<file path="config.mk">
export PLATFORM = sky130hd
export DESIGN_NAME = alu_wb_buffer
export DESIGN_NICKNAME = d
export VERILOG_FILES = /design/src/rtl/alu_wb_buffer.sv
export SDC_FILE = /design/constraint.sdc
export NUM_CORES = 1
export LEC_CHECK = 0
export CAP_MARGIN = 20
export CORE_MARGIN = 5
export CORE_UTILIZATION = 53
export CTS_CLUSTER_DIAMETER = 150
export DETAILED_ROUTE_END_ITERATION = 7
export PLACE_DENSITY_LB_ADDON = 0.1
export SYNTH_ARGS = -nofsm -noshare
export SYNTH_HDL_FRONTEND = slang
export SYNTH_SLANG_ARGS = --single-unit
</file>
<file path="constraint.sdc">
create_clock -name i_clk -period 3.4 [get_ports i_clk]
set_clock_uncertainty 0.05 [all_clocks]
set_input_delay 0.68 -clock i_clk [delete_from_list [all_inputs] [get_ports i_clk]]
set_output_delay 0.68 -clock i_clk [all_outputs]
set_load 0.05 [all_outputs]
</file>
<file path="src/rtl/alu_wb_buffer.sv">
`default_nettype none
// ============================================================================
// alu_wb_buffer : ordered U/V result FIFO feeding two register-file write ports
// Revision 1.0
// ============================================================================

package alu_wb_pkg;
  typedef struct packed {
    logic [31:0] data_buff;
    logic [4:0]  rd_buff;
    logic        wr_en;
    logic        valid;
    logic        is_instr2;
  } uv_buff_t;
endpackage

module alu_wb_buffer
  import alu_wb_pkg::*;
#(
  parameter int DEPTH = 4
) (
  input  logic                     i_clk,
  input  logic                     i_rst,
  input  logic                     i_flush,
  input  uv_buff_t                 i_u_pkg,
  input  uv_buff_t                 i_v_pkg,
  output logic                     o_buff_ready,
  input  logic                     i_wb_ready,
  output logic                     o_wb_valid,
  output logic                     o_wb_en0,
  output logic [4:0]               o_wb_rd0,
  output logic [31:0]              o_wb_data0,
  output logic                     o_wb_en1,
  output logic [4:0]               o_wb_rd1,
  output logic [31:0]              o_wb_data1,
  input  logic [4:0]               i_fwd_rs_a,
  input  logic [4:0]               i_fwd_rs_b,
  output logic                     o_fwd_hit_a,
  output logic [31:0]              o_fwd_data_a,
  output logic                     o_fwd_hit_b,
  output logic [31:0]              o_fwd_data_b,
  output logic [$clog2(DEPTH):0]   o_count
);

  localparam int AW = $clog2(DEPTH);

  typedef struct packed {
    logic        valid;
    logic        wr_en;
    logic [4:0]  rd;
    logic [31:0] data;
  } slot_t;

  slot_t          old_q [DEPTH];
  slot_t          yng_q [DEPTH];
  logic [AW-1:0]  wr_ptr_q, wr_ptr_d;
  logic [AW-1:0]  rd_ptr_q, rd_ptr_d;
  logic [AW:0]    count_q, count_d;

  logic  w_full, w_push, w_pop, w_swap;
  slot_t w_old, w_yng, w_head0, w_head1;

  assign w_full       = (count_q == (AW+1)'(DEPTH));
  assign o_buff_ready = ~w_full;
  assign o_wb_valid   = (count_q != '0);
  assign w_push       = (i_u_pkg.valid | i_v_pkg.valid) & ~w_full & ~i_flush;
  assign w_pop        = o_wb_valid & i_wb_ready;
  assign o_count      = count_q;

  // U is the older slot unless U is flagged as the second instruction and V is not.
  assign w_swap = i_u_pkg.is_instr2 & ~i_v_pkg.is_instr2;

  always_comb begin
    w_old = '0;
    w_yng = '0;
    if (w_swap) begin
      w_old = '{i_v_pkg.valid, i_v_pkg.wr_en, i_v_pkg.rd_buff, i_v_pkg.data_buff};
      w_yng = '{i_u_pkg.valid, i_u_pkg.wr_en, i_u_pkg.rd_buff, i_u_pkg.data_buff};
    end else begin
      w_old = '{i_u_pkg.valid, i_u_pkg.wr_en, i_u_pkg.rd_buff, i_u_pkg.data_buff};
      w_yng = '{i_v_pkg.valid, i_v_pkg.wr_en, i_v_pkg.rd_buff, i_v_pkg.data_buff};
    end
  end

  always_ff @(posedge i_clk) begin
    if (w_push) begin
      old_q[wr_ptr_q] <= w_old;
      yng_q[wr_ptr_q] <= w_yng;
    end
  end

  always_comb begin
    wr_ptr_d = wr_ptr_q;
    rd_ptr_d = rd_ptr_q;
    count_d  = count_q;
    if (w_push) wr_ptr_d = wr_ptr_q + 1'b1;
    if (w_pop)  rd_ptr_d = rd_ptr_q + 1'b1;
    case ({w_push, w_pop})
      2'b10:   count_d = count_q + 1'b1;
      2'b01:   count_d = count_q - 1'b1;
      default: count_d = count_q;
    endcase
  end

  always_ff @(posedge i_clk) begin
    if (i_rst | i_flush) begin
      wr_ptr_q <= '0;
      rd_ptr_q <= '0;
      count_q  <= '0;
    end else begin
      wr_ptr_q <= wr_ptr_d;
      rd_ptr_q <= rd_ptr_d;
      count_q  <= count_d;
    end
  end

  // Head outputs; on a same-register collision the younger write wins.
  always_comb begin
    w_head0    = '0;
    w_head1    = '0;
    o_wb_en0   = 1'b0;
    o_wb_en1   = 1'b0;
    o_wb_rd0   = '0;
    o_wb_rd1   = '0;
    o_wb_data0 = '0;
    o_wb_data1 = '0;
    if (o_wb_valid) begin
      w_head0    = old_q[rd_ptr_q];
      w_head1    = yng_q[rd_ptr_q];
      o_wb_en0   = w_head0.valid & w_head0.wr_en & (w_head0.rd != 5'd0);
      o_wb_en1   = w_head1.valid & w_head1.wr_en & (w_head1.rd != 5'd0);
      if (o_wb_en0 & o_wb_en1 & (w_head0.rd == w_head1.rd)) o_wb_en0 = 1'b0;
      o_wb_rd0   = w_head0.rd;
      o_wb_rd1   = w_head1.rd;
      o_wb_data0 = w_head0.data;
      o_wb_data1 = w_head1.data;
    end
  end

  // Walk oldest to youngest so later matches override earlier ones.
  always_comb begin
    logic [AW-1:0] idx;
    idx          = '0;
    o_fwd_hit_a  = 1'b0;
    o_fwd_data_a = '0;
    o_fwd_hit_b  = 1'b0;
    o_fwd_data_b = '0;
    for (int k = 0; k < DEPTH; k++) begin
      if ((AW+1)'(k) < count_q) begin
        idx = rd_ptr_q + AW'(k);
        if (i_fwd_rs_a != 5'd0) begin
          if (old_q[idx].valid & old_q[idx].wr_en & (old_q[idx].rd == i_fwd_rs_a)) begin
            o_fwd_hit_a  = 1'b1;
            o_fwd_data_a = old_q[idx].data;
          end
          if (yng_q[idx].valid & yng_q[idx].wr_en & (yng_q[idx].rd == i_fwd_rs_a)) begin
            o_fwd_hit_a  = 1'b1;
            o_fwd_data_a = yng_q[idx].data;
          end
        end
        if (i_fwd_rs_b != 5'd0) begin
          if (old_q[idx].valid & old_q[idx].wr_en & (old_q[idx].rd == i_fwd_rs_b)) begin
            o_fwd_hit_b  = 1'b1;
            o_fwd_data_b = old_q[idx].data;
          end
          if (yng_q[idx].valid & yng_q[idx].wr_en & (yng_q[idx].rd == i_fwd_rs_b)) begin
            o_fwd_hit_b  = 1'b1;
            o_fwd_data_b = yng_q[idx].data;
          end
        end
      end
    end
  end

endmodule
`default_nettype wire

</file>
==> metrics <==
critical path, cell by cell buf_8 > buf_4 > mux2i_2 > mux2i_1 > xnor2_1 > nand4_1 > nor2_4 > buf_4 > buf_12 > nor4_2 > o31ai_2 > o211ai_1 > clkbuf_16; fmax around 230 MHz; Core Box Area 45480 sq um; post-synthesis cell count around 2200; CTS Root Cell clkbuf_16; DRT Pass-1 Iters 7; GR Layer Usage met2 57.61%; Storage cell area approximately 9600 sq um; Crit Path Category reg2out; worst path required time 2.67 ns; final setup vio count 68; max-cap violations 0; Worst Setup SP rd_ptr_q[0]; vias 22190; Die Ht roughly 220 um; R2R setup slack 0.64 ns; Initial Util a little over half; worst r2r path cells 8; vias in the first global route 22510; Post-synth EDFFs 312; Sw Pwr 0.003088 W; Int Power roughly 0.008 W; diode count 0; Die Footprint roughly 50000 sq um; slowest CP cell dfxtp_4; htree depth 2; dpl hpwl 62530 um; Multi-input gate area 15640 sq um; unrepaired setup endpoints after global routing true; Crit. End Element output port; critical path launch point type flip-flop; most frequent cells in the layout 379 x buf_4, 343 x nand2_1, 312 x edfxtp_1; ys flop type edfxtp_1; Max Transition Viols Final 0; largest net degree at the start of global routing between 100 and 150; Top Usage Layer GRT met2; share of flip-flops with an asynchronous set or reset 0%; leakage power 11.91 nW; All-Layer GR Usage 35.14%; Congestion Overflow GR 0; Worst Hold Class reg2reg; reg2reg start o_count[0]; Max FO, Critical Path 20; post-synth cell types 73; Max Buffers Root-to-Sink 3; GPL Wtd Cong 0.9347; CTS Buf Count 38; Least-Margin Pin Slew 0.9615 ns; Cell Rows 78; failing checks setup timing; Global Route met3 Usage approximately 7.1%; hold slack 0.5137 ns; I/O Buffers 240; cts hold-fix bufs 0; Reg-to-Reg End old_q[2][24]; DRC Markers 0; run status finished with violations; WP depth 13; clk_lat worst skew about 0.57 ns; Most common cell on crit path buf_4; Final Util 75.36%; Seq pwr share 41.1%; area grow syn2layout 40.53%; final wirelength slightly above 90000 um; global-route wire length before repair roughly 140000 um; crit path DAT approximately 3.7 ns; DR iter-0 viols 2727; Syn Area/Cell ~11 sq um; max incr delay on CP 0.45 ns; Hold Violations, Final 0; Setup WS post-layout -0.9930 ns; Power Dens Cells 323.5 nW/um^2; clock-pin transition on the worst setup and hold timing paths 0.06 ns; Via density approximately 6.7; switch share 27.85%; post-synthesis instance area 24390 sq um; CP endpoint o_fwd_data_a[7]; worst vdd ir 0.0003915 V; Sink Count 321; layout cells sized above 1 between 30% and 40%; Final period util 129.2%; Ports roughly 240; syn nets 2299; CTS tree done; Die Span X 224.5 um; antenna violations before repair 0; register bit count reported by yosys 321; nets 2793; clock power share between 30% and 40%; delay-heaviest family, CP buffers and inverters; WL/cell 27.74 um; fill count around 3000; commonest non-fill, non-tap cell in the layout buf_4; register area share after synthesis 39.15%; antenna-violating nets left 0; WP buf/inv 5; fin crit period 4.393 ns; yosys warns 0; M1 GR Usage 45.38%; combinational power share 20.1%; Rel. slew slack 35.90%
worst reg2reg max path, stage by stage (launching register included):
cell and delay, ns:
dfxtp_1 0.39, buf_4 0.17, inv_1 0.08, ha_1 0.24
nand2_1 0.09, o21ai_0 0.10, nor2_1 0.45, and2_4 0.53
buf_4 0.36
registers in the layout (all words and copies together), names as in the netlist, named ones only:
register / flops
o_count: 3
wr_ptr_q: 2
yng_q: 156
old_q: 156
rd_ptr_q: 2
through the flow:
| step | cell area, sq um | power, W | instances | setup WS [ns] | setup TNS, ns |
|---|---|---|---|---|---|
| 4_1_cts | 33650 | 0.01104 | 3299 | -0.9893 | -62.70 |
| 3_3_place_gp | 31380 | 0.006679 | 3199 | -1.089 | -54.41 |
| 2_1_floorplan | 25450 | 0.005857 | 2196 | -0.2040 | -6.815 |
| 6_report | 34270 | 0.01109 | 3319 | -0.9930 | -61.12 |
| 5_1_grt | 34270 | 0.01139 | 3319 | -1.078 | -67.50 |
| 3_5_place_dp | 31380 | 0.006721 | 3199 | -1.088 | -53.02 |
metal layers:
metal	up-vias	part of all wire (%)
met5	-	0
met3	332	10
met1	10930	37
met4	0	4.8
met2	1507	48
li1	9422	-
cell type report:
cell class / instances / area share, %
Tap cell: 600 / 2.190
Clock buffer: 46 / 2.953
Clock inverter: 23 / 0.8433
Multi-Input combinational cell: 1669 / 45.62
Timing Repair Buffer: 648 / 20.34
Sequential cell: 321 / 27.91
Inverter: 12 / 0.1387
power groups by stage:
stage	clock, W	sequential, W	combinational, W
after floorplan	0	0.00462	0.00124
after CTS	0.00432	0.00455	0.00217
after global placement	0	0.00462	0.00205
final	0.00430	0.00456	0.00223
after global routing	0.00449	0.00457	0.00234
after detailed placement	0	0.00464	0.00209
what timing repair did:
| item | 4_1_cts | 5_1_grt |
|---|---|---|
| pin swaps | 33 | 60 |
| cloned | 4 | 4 |
| hold endpoints to repair | 0 | 0 |
| buffers inserted | 29 | 20 |
| gates resized for setup | 138 | 82 |
| endpoints found under the setup margin | 110 | 98 |
kinds of logic (layout without fill, tap and decap cells):
logic type      after synthesis  in the layout  share of synthesized area, %
buf+inv                     206            729                         3.822
mux                         504            504                         29.43
flops                       321            321                         39.15
xor+xnor                     94             94                         3.376
simple gates                686            686                         12.62
compound gates              376            376                         11.14
fa+ha+maj                     9              9                        0.4617
synthesized netlist by cell type, drive strengths merged (2+ instances only):
cell type,number,area (sq um)
o22a,33,289.0
or2,3,18.77
nor2b,78,488.0
nand2,345,1295
a21oi,72,360.4
a21o,3,22.52
nand3b,9,80.08
nor4,6,37.54
o32a,2,20.02
o211ai,10,75.07
or3,2,12.51
nor2,129,500.5
o21ai,104,524.3
edfxtp,312,9369
xor2,23,201.4
mux2,75,844.6
nand3,68,340.3
clkbuf,93,349.1
a2111oi,3,26.28
a221oi,4,35.03
o2111ai,2,17.52
inv,11,41.29
o211a,22,220.2
buf,101,538.0
mux2i,267,2673
a221o,7,70.07
dfxtp,9,180.2
a31oi,2,12.51
nand2b,2,12.51
mux4,162,3660
a211oi,10,80.07
o221ai,51,559.3
and3,6,37.54
nor3b,2,15.01
ha,9,112.6
a32oi,2,17.52
and4,2,17.52
nor3,13,81.33
a311oi,2,17.52
a22oi,35,262.8
nand4,9,62.56
xnor2,71,621.9
and2,10,62.56
how the worst min path moves through the flow:
stage,from,end,slack (ns),cells after the start
floorplan,wr_ptr_q[1],wr_ptr_q[1],0.46,2
global placement,wr_ptr_q[1],wr_ptr_q[1],0.49,2
detailed placement,wr_ptr_q[1],wr_ptr_q[1],0.50,2
CTS,wr_ptr_q[1],wr_ptr_q[1],0.51,2
global route,wr_ptr_q[1],wr_ptr_q[1],0.56,2
finish,wr_ptr_q[1],wr_ptr_q[1],0.51,2
Power figures use the tool's default switching activity.
